**config.mk**
```make
export PLATFORM = sky130hd
export DESIGN_NAME = chunked_adder_flat
export DESIGN_NICKNAME = d
export VERILOG_FILES = /design/src/rtl/chunked_adder_pkg.sv /design/src/rtl/chunked_adder_if.sv /design/src/rtl/chunked_adder_ripple.sv /design/src/rtl/chunked_adder.sv /design/src/flat_wrapper.sv
export SDC_FILE = /design/constraint.sdc
export NUM_CORES = 1
export LEC_CHECK = 0
export CAP_MARGIN = 15
export CORE_ASPECT_RATIO = 1.25
export CORE_MARGIN = 4
export CORE_UTILIZATION = 50
export CTS_BUF_LIST = sky130_fd_sc_hd__clkbuf_8
export DETAILED_ROUTE_END_ITERATION = 8
export PLACE_DENSITY = 0.83
export SETUP_SLACK_MARGIN = 0.05
export SYNTH_ARGS = -nofsm -noshare
export SYNTH_HDL_FRONTEND = slang
export SYNTH_SLANG_ARGS = --single-unit
```
**constraint.sdc**
```tcl
create_clock -name clk -period 4.33 [get_ports clk]
set_clock_uncertainty 0.15 [all_clocks]
set_input_delay 0.866 -clock clk [delete_from_list [all_inputs] [get_ports clk]]
set_output_delay 0.866 -clock clk [all_outputs]
set_load 0.005 [all_outputs]
```
**src/rtl/chunked_adder_pkg.sv**
```systemverilog
// Shared types and configuration helpers for the chunked adder.
// Holds the FSM state encoding and the chunk-count arithmetic.
package adder_pkg;

    typedef enum logic [1:0] {
        IDLE,
        RUN,
        DONE
    } state_t;

    function automatic int nch(input int width, input int chunk);
        return width / chunk;
    endfunction

    function automatic bit cfg_ok(input int width, input int chunk);
        return (chunk >= 1) && (chunk <= width) && (width % chunk == 0);
    endfunction

endpackage

```
**src/rtl/chunked_adder_if.sv**
```systemverilog
// Operand/result bundle and start/busy/done handshake of the chunked adder.
// master drives requests, slave is the adder itself.
interface chunked_adder_if #(
    parameter int WIDTH = 16
);
    logic             start;
    logic [WIDTH-1:0] A;
    logic [WIDTH-1:0] B;
    logic             Cin;
    logic             Sub;
    logic             busy;
    logic             done;
    logic [WIDTH-1:0] S;
    logic             Co;
    logic             Ovf;

    modport master (
        output start, A, B, Cin, Sub,
        input  busy, done, S, Co, Ovf
    );

    modport slave (
        input  start, A, B, Cin, Sub,
        output busy, done, S, Co, Ovf
    );
endinterface

```
**src/rtl/chunked_adder_ripple.sv**
```systemverilog
// Combinational N-bit ripple-carry slice built from full adders.
// c_msb is the carry into the top bit, needed for signed overflow.
module chunk_ripple #(
    parameter int N = 4
) (
    input  logic [N-1:0] a,
    input  logic [N-1:0] b,
    input  logic         cin,
    output logic [N-1:0] s,
    output logic         cout,
    output logic         c_msb
);
    logic [N:0] c;

    assign c[0] = cin;

    for (genvar i = 0; i < N; i++) begin : g_fa
        assign s[i]   = a[i] ^ b[i] ^ c[i];
        assign c[i+1] = (a[i] & b[i]) | (c[i] & (a[i] ^ b[i]));
    end

    assign cout  = c[N];
    assign c_msb = c[N-1];
endmodule

```
**src/rtl/chunked_adder.sv**
```systemverilog
// Multi-cycle adder/subtractor: one CHUNK-bit slice per clock,
// carry kept in a register between slices.
module chunked_adder
    import adder_pkg::*;
#(
    parameter int WIDTH = 16,
    parameter int CHUNK = 4
) (
    input  logic       clk,
    input  logic       reset,
    chunked_adder_if.slave bus
);
    localparam int NCH = nch(WIDTH, CHUNK);
    localparam int IW  = (NCH > 1) ? $clog2(NCH) : 1;
    localparam logic [IW-1:0] LAST = IW'(NCH - 1);

    if (!cfg_ok(WIDTH, CHUNK)) begin : g_bad_cfg
        $error("chunked_adder: WIDTH must be a multiple of CHUNK");
    end

    state_t           state_q, state_d;
    logic [WIDTH-1:0] a_q, a_d;
    logic [WIDTH-1:0] b_q, b_d;
    logic [WIDTH-1:0] work_q, work_d;
    logic [WIDTH-1:0] s_q, s_d;
    logic [IW-1:0]    idx_q, idx_d;
    logic             c_q, c_d;
    logic             co_q, co_d;
    logic             ovf_q, ovf_d;

    logic [31:0]      off;
    logic [CHUNK-1:0] ca, cb, csum;
    logic             cout, cmsb;

    assign off = 32'(idx_q) * CHUNK;
    assign ca  = a_q[off +: CHUNK];
    assign cb  = b_q[off +: CHUNK];

    chunk_ripple #(.N(CHUNK)) u_ripple (
        .a     (ca),
        .b     (cb),
        .cin   (c_q),
        .s     (csum),
        .cout  (cout),
        .c_msb (cmsb)
    );

    // Next-state: accept in IDLE/DONE, one slice per RUN cycle.
    always_comb begin
        state_d = state_q;
        a_d     = a_q;
        b_d     = b_q;
        work_d  = work_q;
        s_d     = s_q;
        idx_d   = idx_q;
        c_d     = c_q;
        co_d    = co_q;
        ovf_d   = ovf_q;
        unique case (state_q)
            IDLE, DONE: begin
                state_d = IDLE;
                if (bus.start) begin
                    a_d     = bus.A;
                    b_d     = bus.B ^ {WIDTH{bus.Sub}};
                    c_d     = bus.Sub | bus.Cin;
                    idx_d   = '0;
                    state_d = RUN;
                end
            end
            RUN: begin
                work_d[off +: CHUNK] = csum;
                c_d   = cout;
                idx_d = idx_q + 1'b1;
                if (idx_q == LAST) begin
                    s_d     = work_d;
                    co_d    = cout;
                    ovf_d   = cmsb ^ cout;
                    idx_d   = '0;
                    state_d = DONE;
                end
            end
            default: state_d = IDLE;
        endcase
    end

    // State and datapath registers with synchronous reset.
    always_ff @(posedge clk) begin
        if (reset) begin
            state_q <= IDLE;
            a_q     <= '0;
            b_q     <= '0;
            work_q  <= '0;
            s_q     <= '0;
            idx_q   <= '0;
            c_q     <= 1'b0;
            co_q    <= 1'b0;
            ovf_q   <= 1'b0;
        end else begin
            state_q <= state_d;
            a_q     <= a_d;
            b_q     <= b_d;
            work_q  <= work_d;
            s_q     <= s_d;
            idx_q   <= idx_d;
            c_q     <= c_d;
            co_q    <= co_d;
            ovf_q   <= ovf_d;
        end
    end

    assign bus.busy = (state_q == RUN);
    assign bus.done = (state_q == DONE);
    assign bus.S    = s_q;
    assign bus.Co   = co_q;
    assign bus.Ovf  = ovf_q;
endmodule

```
**src/flat_wrapper.sv**
```systemverilog
// flat-port wrapper written by rule: the top's interface ports become plain ports
module chunked_adder_flat import adder_pkg::*;
#(
    parameter int WIDTH = 16,
    parameter int CHUNK = 4
)
  (clk, reset, bus_start, bus_A, bus_B, bus_Cin, bus_Sub, bus_busy, bus_done, bus_S, bus_Co, bus_Ovf);
  chunked_adder_if #(.WIDTH(WIDTH)) bus_i ();
  input  logic clk;
  input  logic reset;
  input wire logic [$bits(bus_i.start)-1:0] bus_start;
  input wire logic [$bits(bus_i.A)-1:0] bus_A;
  input wire logic [$bits(bus_i.B)-1:0] bus_B;
  input wire logic [$bits(bus_i.Cin)-1:0] bus_Cin;
  input wire logic [$bits(bus_i.Sub)-1:0] bus_Sub;
  output wire logic [$bits(bus_i.busy)-1:0] bus_busy;
  output wire logic [$bits(bus_i.done)-1:0] bus_done;
  output wire logic [$bits(bus_i.S)-1:0] bus_S;
  output wire logic [$bits(bus_i.Co)-1:0] bus_Co;
  output wire logic [$bits(bus_i.Ovf)-1:0] bus_Ovf;
  assign bus_i.start = bus_start;
  assign bus_i.A = bus_A;
  assign bus_i.B = bus_B;
  assign bus_i.Cin = bus_Cin;
  assign bus_i.Sub = bus_Sub;
  assign bus_busy = bus_i.busy;
  assign bus_done = bus_i.done;
  assign bus_S = bus_i.S;
  assign bus_Co = bus_i.Co;
  assign bus_Ovf = bus_i.Ovf;
  chunked_adder #(.WIDTH(WIDTH), .CHUNK(CHUNK)) u_core (.clk(clk), .reset(reset), .bus(bus_i));
endmodule
```
### Word-level counts from Yosys, hierarchy flattened

Cells that the tools add are included.

| storage, ports and cells | value |
|---|---|
| flip-flop bits (word level) | 71 |
| logic and storage cells | 58 |

| operators by class | value |
|---|---|
| add/subtract/negate cells | 2 |
| eq/ne operators | 5 |
| shifts and indexed selects | 4 |
| muxes and demuxes | 9 |
| bitwise operators | 23 |
| reduce and logical (&&, ||, !) cells | 6 |

Operator list:

| operator | number |
|---|---|
| $neg A4 Y34 | 1 |
| $shift A4 B34 Y16 const A | 1 |
| $shiftx A4 B34 Y16 | 1 |
| $shiftx A16 B5 Y4 | 2 |
| $bwmux W16 | 1 |
| $xor A16 B16 Y16 | 1 |
| $xor A1 B1 Y1 | 9 |
| $and A1 B1 Y1 | 8 |
| $pmux W2 S2 | 2 |
| $mux W2 | 3 |
| $reduce_and A2 Y1 | 3 |
| $or A1 B1 Y1 | 5 |
| $eq A2 B2 Y1 const B | 2 |
| $add A2 B1 Y2 const B | 1 |
| $eq A2 B1 Y1 const B | 1 |
| $logic_not A2 Y1 | 1 |
| $mux W1 | 2 |
| $ne A2 B1 Y1 const B | 1 |
| $ne A2 B2 Y1 const B | 1 |
| $pmux W1 S2 | 1 |
| $reduce_bool A2 Y1 | 1 |
| $reduce_or A2 Y1 | 1 |

### Depth between registers and ports, before layout

Gate-level depths: netlist of the first run.

| logic depth | value |
|---|---|
| depth in word-level cells | 11 |
| gate-level depth with buffers | 14 |

### Cells and area by module

A second synthesis of the first run with hierarchy kept.

| second synthesis, totals | value |
|---|---|
| cells, all modules | 352 |
| area total of the unflattened synthesis | 3480.8 µm² |

Modules (own cells, without submodules):

| module | instances | cells each | area an instance (µm²) |
|---|---|---|---|
| chunked_adder | 1 | 340 | 3370.7 |
| chunk_ripple | 1 | 12 | 110.1 |

### Worst setup path after synthesis of the first run

OpenSTA, ideal clock, no wires.

| timing path | value |
|---|---|
| path type | flip-flop to flip-flop |
| from | reg u_core.idx_q[1] |
| to | reg u_core.s_q[11], in the netlist u_core.bus.S[11] |
| library setup time | 86 ps |
| arrival | 3017 ps |
| data required time | 4094 ps |
| path slack | 1077 ps |
| stages on the path, launching flop included | 14 |
| buffers on the path | 1 |
| clock period less this slack | 3253 ps |
| path through | dfxtp_1 buf_2 mux4_2 inv_1 fa_1 inv_1 fa_1 inv_1 fa_1 inv_1 fa_1 nor4bb_1 nand2_1 a211oi_1 |

| between the ends | value |
|---|---|
| word-level cells in the longest chain between the ends | 11 |
| elaborated cells between the ends (all ways) | 25 |
| classes of those cells | add/sub: 1; eq/ne: 1; shift: 4; mux: 1; bitwise: 17; reduce/logical: 1 |

Ends and longest elaborated chain:

| element | RTL line | source |
|---|---|---|
| start, declared | chunked_adder.sv:26 | `logic [IW-1:0] idx_q, idx_d;` |
| start signal, assigned | chunked_adder.sv:104 | `idx_q <= idx_d;` |
| $shiftx A16 B5 Y4 (on tied branches) | chunked_adder.sv:36, chunked_adder.sv:37 |  |
| $xor A1 B1 Y1 | chunked_adder_ripple.sv:18, chunked_adder_ripple.sv:19 |  |
| $and A1 B1 Y1 | chunked_adder_ripple.sv:19 | `assign c[i+1] = (a[i] & b[i]) \| (c[i] & (a[i] ^ b[i]));` |
| $or A1 B1 Y1 | chunked_adder_ripple.sv:19 |  |
| $and A1 B1 Y1 | chunked_adder_ripple.sv:19 |  |
| $or A1 B1 Y1 | chunked_adder_ripple.sv:19 |  |
| $and A1 B1 Y1 | chunked_adder_ripple.sv:19 |  |
| $or A1 B1 Y1 | chunked_adder_ripple.sv:19 |  |
| $xor A1 B1 Y1 | chunked_adder_ripple.sv:18 | `assign s[i] = a[i] ^ b[i] ^ c[i];` |
| $shiftx A4 B34 Y16 | chunked_adder.sv:71 | `work_d[off +: CHUNK] = csum;` |
| $bwmux W16 | chunked_adder.sv:71 |  |
| end signal, assigned | chunked_adder.sv:93 | `s_q <= '0;` |
| end signal, assigned | chunked_adder.sv:103 | `s_q <= s_d;` |
| end, declared | chunked_adder.sv:25 | `logic [WIDTH-1:0] s_q, s_d;` |

Several ways; a longest one is shown, not always the timed one.
A chain may end at the register's enable or synchronous reset.

### Worst setup path after layout of the first run

| timing path | value |
|---|---|
| from | reg u_core.idx_q[0] |
| to | reg u_core.s_q[11], in the netlist u_core.bus.S[11] |

Same word-level chain as after synthesis.

==> run_results.csv, run 1 <==
group,metric,value,unit
route,drcViolationCount,0,
pwr,switching_power,375,uW
synth,synth.most_common_cell,"dfxtp_1",
floorplan,dieArea,7910,sq um
synth,synthArstFlopShare,0,
placement,gp_congestion,0.851,
worst_setup_path,worst-path-max-fanout,13,
timing,max_freq,0.281,GHz
route,dr.first_iter.drc_count,144,
grt,grt_overflow_total,0,
timing,setup_tns,0,ns
clocking,clk_pin_slew,0.07,ns
worst_setup_path,r2r_start,"u_core.idx_q[0]",
floorplan,ioPinCount,57,
clocking,cts_resized,0,
clocking,h-tree-depth,3,
synth,yosys-top-cells-area,"dfxtp_1 (43%), mux4_2 (5.5%), nand2_1 (5.3%)",
synth,synth-seq-cells,71,
clocking,numCtsBuffers,9,
placement,dp_hpwl,5.17,mm
pwr,p_clk_frac,0.404,
finish,nets,449,
finish,synthToLayoutAreaGrowth,24.8,%
placement,placed_area,3840,sq um
route,first_pass_iters,6,
pwr,leakage,0.00151,uW
synth,syn_inst,358,
route,vias_per_cell,5.47,
timing,drv_slew,0,
worst_setup_path,start_kind,"flop",
timing,hold_violations,0,
timing,final-setup-viol-count,0,
route,ant_nets,0,
finish,drive_gt1_frac,0.0885,
finish,regArea,1420,sq um
placement,io_buffers,56,
clocking,cts_buffer_depth,2,
floorplan,core-area,6250,sq um
floorplan,fp.dieW,80.4,um
pwr,p_comb_frac,0.143,
grt,grt_max_degree,42,
floorplan,die_h,98.4,um
worst_setup_path,cp.arrival,3.68,ns
floorplan,initial_core_util,0.524,
worst_setup_path,end_kind,"flop",
grt,grt_pass1_vias,2598,
synth,ys_top_cells_by_count,"dfxtp_1 (71), nand2_1 (46), nor2_1 (46)",
run_status,status,"finished clean",
timing,min_period,3.56,ns
grt,grt_usage,0.191,
pwr,ir_worst_vdd,0.000279,V
run,max-cap-violations,0,
finish,diodes,0,
synth,netlist.area_leader.share,0.434,
timing,tightest_slew,0.840,ns
timing,hold_ws,0.310,ns
finish,multiInputGateArea,1640,sq um
synth,syn_avg_cell_area,9.14,sq um
clocking,worstSkewPairLatency,0.35,ns
hold_path,holdCritStartpoint,"u_core.a_q[14]",
worst_setup_path,required,4.45,ns
pwr,pwr-share-seq,0.453,
timing,fin_crit_sh,0.823,
finish,fillers,529,
pwr,power_density,378,nW/um^2
pwr,cell_internal_pwr,1170,uW
synth,synth_top_area_cell,"dfxtp_1",
hold_path,hp-class,"reg -> reg",
synth,synth_cell_types,33,
finish,final_cell_area,4080,sq um
route,wire_per_inst,14.9,um
synth,synth_area,3270,sq um
grt,antenna_found_initial,0,
worst_setup_path,crit_start,"u_core.idx_q[0]",
clocking,cts_tree,"built",
synth,synth_edf_count,0,
route,drt_wl_total,7.32,mm
clocking,postCtsSetupRepairBufs,0,
grt,grt_pass1_wl,11.8,mm
route,vias,2689,
worst_setup_path,critPathKind,"reg -> reg",
timing,slew_headroom,0.439,
timing,rsz0062_at_grt,"false",
finish,fin_util,0.654,
clocking,cts_hold_buffers,0,
synth,yosys_warnings,0,
synth,synth.yosys.seq_area_share,0.434,
synth,syn-num-nets,405,
clocking,clockRootBuffer,"clkbuf_8",
synth,synth_flop_cell,"dfxtp_1",
pwr,switching_share,0.243,
floorplan,std_cell_rows,32,
clocking,clkSinkCount,71,
## power by group through the flow
| stage | registers, uW | clock network [uW] | logic (uW) |
|---|---|---|---|
| 2_1_floorplan | 706 | 0 | 149 |
| 3_3_place_gp | 713 | 0 | 211 |
| 3_5_place_dp | 714 | 0 | 218 |
| 4_1_cts | 699 | 629 | 221 |
| 5_1_grt | 702 | 654 | 241 |
| 6_report | 699 | 623 | 221 |
## per-layer routing
metal	share of wire	track usage
met4	0.025	0.0832
met3	0.058	0.0494
met1	0.40	0.210
met5	0	0
met2	0.52	0.342
## cell usage in the layout (no fill, tap or decap)
cell type / instances
a211oi_1: 20
a21oi_1: 27
a221oi_1: 12
a22oi_1: 8
a31oi_1: 2
a32oi_1: 4
and3b_1: 1
and4b_1: 2
and4bb_1: 1
and4bb_2: 3
buf_12: 1
buf_2: 1
buf_4: 4
bufinv_16: 2
clkbuf_8: 13
clkdlybuf4s50_1: 55
dfxtp_1: 71
fa_1: 4
ha_1: 6
inv_1: 18
mux4_2: 8
nand2_1: 46
nand2b_1: 2
nand3_1: 6
nand3b_1: 4
nand3b_4: 1
nor2_1: 46
nor2b_1: 2
nor2b_2: 1
nor3_1: 12
nor3b_2: 2
nor4b_1: 1
nor4bb_1: 2
o21ai_0: 2
xnor2_1: 17
## metrics by stage
| stage | power [uW] | instances | setup WS, ns |
|---|---|---|---|
| floorplan | 855 | 358 | 1.08 |
| global route | 1600 | 492 | 0.541 |
| finish | 1540 | 492 | 0.767 |
| CTS | 1550 | 492 | 0.778 |
| detailed placement | 933 | 476 | 0.799 |
| global placement | 924 | 476 | 0.930 |
## state kept, by name, indices dropped and copies added, names as in the netlist
| name | cells |
|---|---|
| u_core.bus.S | 16 |
| u_core.c_q | 1 |
| u_core.state_q | 2 |
| u_core.b_q | 16 |
| u_core.a_q | 16 |
| u_core.bus.Co | 1 |
| u_core.work_q | 16 |
| u_core.bus.Ovf | 1 |
| u_core.idx_q | 2 |
## area by class of cell
| type | instances | share of cell area |
|---|---|---|
| well taps | 85 | 0.0260 |
| multi-input cells | 242 | 0.403 |
| repair buffers | 61 | 0.148 |
| inverters | 17 | 0.0156 |
| flip-flops and latches | 71 | 0.348 |
| clock buffers | 13 | 0.0438 |
| clock inverters | 3 | 0.0156 |
## cell families (layout without fill, tap and decap cells)
family | Yosys count | count (layout) | synth area share
AO/OA/AOI/OAI | 75 | 75 | 0.155
flip-flops | 71 | 71 | 0.434
AND/OR/NAND/NOR | 132 | 132 | 0.198
buffers and inverters | 45 | 94 | 0.0639
adder cells (fa/ha/maj) | 10 | 10 | 0.0474
multiplexers | 8 | 8 | 0.0551
XOR/XNOR | 17 | 17 | 0.0455
## worst paths after layout
path	endpoint	slack, ns	cells after the start
worst min-delay path	u_core.a_q[14]	0.31	2
worst min register to register	u_core.a_q[14]	0.31	2
worst max-delay path	u_core.bus.S[11]	0.77	13
worst max register to register	u_core.bus.S[11]	0.77	13
## worst max-delay path, stage by stage (launching register included)
cell and delay (ns):
dfxtp_1 0.58, buf_4 0.28, mux4_2 0.31, inv_1 0.09
fa_1 0.16, inv_1 0.05, fa_1 0.35, inv_1 0.08
fa_1 0.22, inv_1 0.07, fa_1 0.54, nor4bb_1 0.33
nand2_1 0.09, a211oi_1 0.18
No activity file was read; power rests on OpenSTA's default activity.
==> inputs of run 2 (changes only) <==
--- a/config.mk
+++ b/config.mk
@@ -8,10 +8,10 @@
 export CAP_MARGIN = 15
 export CORE_ASPECT_RATIO = 1.25
 export CORE_MARGIN = 4
-export CORE_UTILIZATION = 50
+export CORE_UTILIZATION = 49
 export CTS_BUF_LIST = sky130_fd_sc_hd__clkbuf_8
 export DETAILED_ROUTE_END_ITERATION = 8
-export PLACE_DENSITY = 0.83
+export PLACE_DENSITY = 0.85
 export SETUP_SLACK_MARGIN = 0.05
 export SYNTH_ARGS = -nofsm -noshare
 export SYNTH_HDL_FRONTEND = slang
==> constraint.sdc (replaced) <==
create_clock -name clk -period 3.25 [get_ports clk]
set_clock_uncertainty 0.15 [all_clocks]
set_input_delay 0.65 -clock clk [delete_from_list [all_inputs] [get_ports clk]]
set_output_delay 0.65 -clock clk [all_outputs]
set_load 0.005 [all_outputs]
==> run 2 against run 1 <==
Effect of this change:
- combinational power rose by 43%
- core utilization fell by 2.5 points
- first-iteration DRC count up 25%
- setup slack got worse by 0.62 ns
- sequential power grew 33%
- maximum frequency up 15%
- die area is 1.9% higher
- total power rose by 19%
- via count rose by 1.3%
- non-clock buffer count rose by 6
- worst hold slack got worse by 0.0020 ns
- largest cell class unchanged
==> run_results.csv, run 2 (synthesis gave the netlist of run 1 again) <==
group,metric,value,unit
grt,met1_usage,0.236,
worst_setup_path,regToRegSetupSlack,0.15,ns
finish,stdcell_count,498,
worst_setup_path,critPathBufInv,4,
timing,tightest_slew,0.718,ns
finish,diodes,0,
hold_path,hold_end,"u_core.a_q[12]",
finish,final_common_cell,"dfxtp_1",
grt,grt_usage,0.199,
pwr,switching_share,0.260,
route,dr.first_iter.drc_count,180,
worst_setup_path,reg2reg_to,"u_core.bus.S[7]",
pwr,power_density,448,nW/um^2
run,max-cap-violations,0,
pwr,p_clk_frac,0.323,
run_status,status,"finished clean",
finish,nets,455,
clocking,cts_tree,"built",
floorplan,ioPinCount,57,
grt,grt_overflow_total,0,
pwr,ir_worst_vdd,0.000252,V
clocking,h-tree-depth,3,
timing,min_period,3.10,ns
clocking,clk_pin_slew,0.06,ns
placement,gp_congestion,0.849,
worst_setup_path,cp.arrival,3.20,ns
finish,fin_util,0.629,
worst_setup_path,cp_slowest_cell,"fa_1",
clocking,numCtsBuffers,9,
grt,grt_pass1_wl,12.4,mm
placement,dp_cells,483,
placement,io_buffers,56,
route,drcViolationCount,0,
hold_path,min_path_cells,2,
floorplan,std_cell_rows,33,
timing,rsz0062_at_grt,"true",
clocking,cts_buffer_depth,2,
timing,drv_slew,0,
finish,final_cell_mix,"dfxtp_1 (69), clkdlybuf4s50_1 (55), nand2_1 (46), nor2_1 (46), a21oi_1 (27)",
hold_path,holdCritStartpoint,"u_core.a_q[12]",
pwr,switching_power,479,uW
route,vias_per_cell,5.47,
route,drt_wl_total,7.35,mm
clocking,clockRootBuffer,"clkbuf_8",
worst_setup_path,reg2reg_depth,12,
finish,fillers,572,
pwr,leakage,0.00151,uW
worst_setup_path,worst-path-max-fanout,4,
worst_setup_path,r2r_start,"u_core.idx_q[1]",
grt,grtUsageMet3,0.0525,
route,wire_per_inst,14.8,um
timing,max_freq,0.323,GHz
hold_path,hp-class,"reg -> reg",
worst_setup_path,cp_cell_sequence,"mux4_2, inv_1, fa_1, inv_1, fa_2, inv_2, fa_2, inv_2, fa_1, and4b_1, nand2_1, a211oi_1",
worst_setup_path,start_kind,"flop",
pwr,cell_internal_pwr,1360,uW
grt,grt_pass1_vias,2710,
timing,final-setup-viol-count,0,
grt,use_met2,0.328,
grt,grt_max_degree,46,
worst_setup_path,critPathKind,"reg -> reg",
clocking,clkSinkCount,71,
finish,synthToLayoutAreaGrowth,25.4,%
floorplan,core-area,6520,sq um
finish,drive_gt1_frac,0.124,
clocking,worstSkewPairLatency,0.34,ns
worst_setup_path,end_kind,"flop",
route,ant_nets,0,
route,vias,2723,
grt,top_usage_layer,"met2",
floorplan,die_h,99.4,um
placement,place_ws,0.0130,ns
timing,setup_tns,0,ns
timing,fin_crit_sh,0.953,
pwr,pwr-share-seq,0.505,
floorplan,fp.dieW,81.1,um
placement,dp_hpwl,5.28,mm
timing,slew_headroom,0.521,
route,first_pass_iters,4,
worst_setup_path,critPathMaxStageDelay,0.56,ns
worst_setup_path,required,3.35,ns
worst_setup_path,cp_top_family,"adder cells",
timing,hold_violations,0,
floorplan,dieArea,8060,sq um
timing,worst_slack,0.152,ns
floorplan,initial_core_util,0.502,
grt,antenna_found_initial,0,
pwr,p_comb_frac,0.172,
## run 2: changes by cell type in the layout (fill, tap and decap cells not counted), moves of 3 or more
cell and delta:
a211oi_1 -3, a211oi_2 +3, buf_4 +6, inv_2 +3
## run 2: per-layer routing
metal	wire length [um]	share of wire	vias to the layer above
li1	-	-	1347
met1	2980	0.40	1273
met2	3850	0.52	90
met3	357	0.049	13
met4	165	0.022	0
met5	0	0	-
## run 2: how the worst max path moves through the flow
stage	start	end	slack, ns	cells past startpoint
after CTS	u_core.idx_q[1]	u_core.bus.S[15]	0.05	12
after detailed placement	u_core.idx_q[0]	u_core.bus.S[11]	0.01	13
after global placement	u_core.idx_q[1]	u_core.bus.S[3]	0.13	12
after global routing	u_core.idx_q[0]	u_core.bus.S[11]	-0.02	12
after floorplan	u_core.idx_q[1]	u_core.bus.S[11]	0.05	13
final	u_core.idx_q[1]	u_core.bus.S[7]	0.15	12
## run 2: timing repair
item | CTS | global route
buffers inserted | 0 | 1
resized for setup | 7 | 8
pin swaps | 0 | 4
setup endpoints to repair | 5 | 8
hold buffers | 0 | 0
gates cloned | 0 | 0
## run 2: power groups by stage
stage                     sequential, uW  clock (uW)  combinational (uW)
final                                929         593                 317
after global routing                 933         644                 349
after CTS                            929         607                 313
after detailed placement             948           0                 300
after global placement               945           0                 293
after floorplan                      940           0                 198
## run 2: area by class of cell
class / instances / area, sq um / share of cell area
clock inverter: 3 / 12.5 / 0.00305
inverter: 17 / 63.8 / 0.0156
clock buffer: 11 / 151 / 0.0369
multi-input combinational: 242 / 1700 / 0.414
timing repair buffer: 67 / 642 / 0.156
tap: 87 / 109 / 0.0265
sequential: 71 / 1420 / 0.347
## run 2: metrics by stage
step | hold slack [ns] | total power, uW | cell area (sq um)
floorplan | 0.283 | 1140 | 3270
global placement | 0.293 | 1240 | 3870
detailed placement | 0.297 | 1250 | 3870
CTS | 0.306 | 1850 | 4080
global route | 0.324 | 1930 | 4100
finish | 0.308 | 1840 | 4100
## run 2: worst min-delay path: cells and delay by family, from the launching register on
| kind | cells | cell delay, ns |
|---|---|---|
| AOI/OAI and AO/OA | 1 | 0.05 |
| DFF | 1 | 0.31 |
| and+or+nand+nor | 1 | 0.05 |
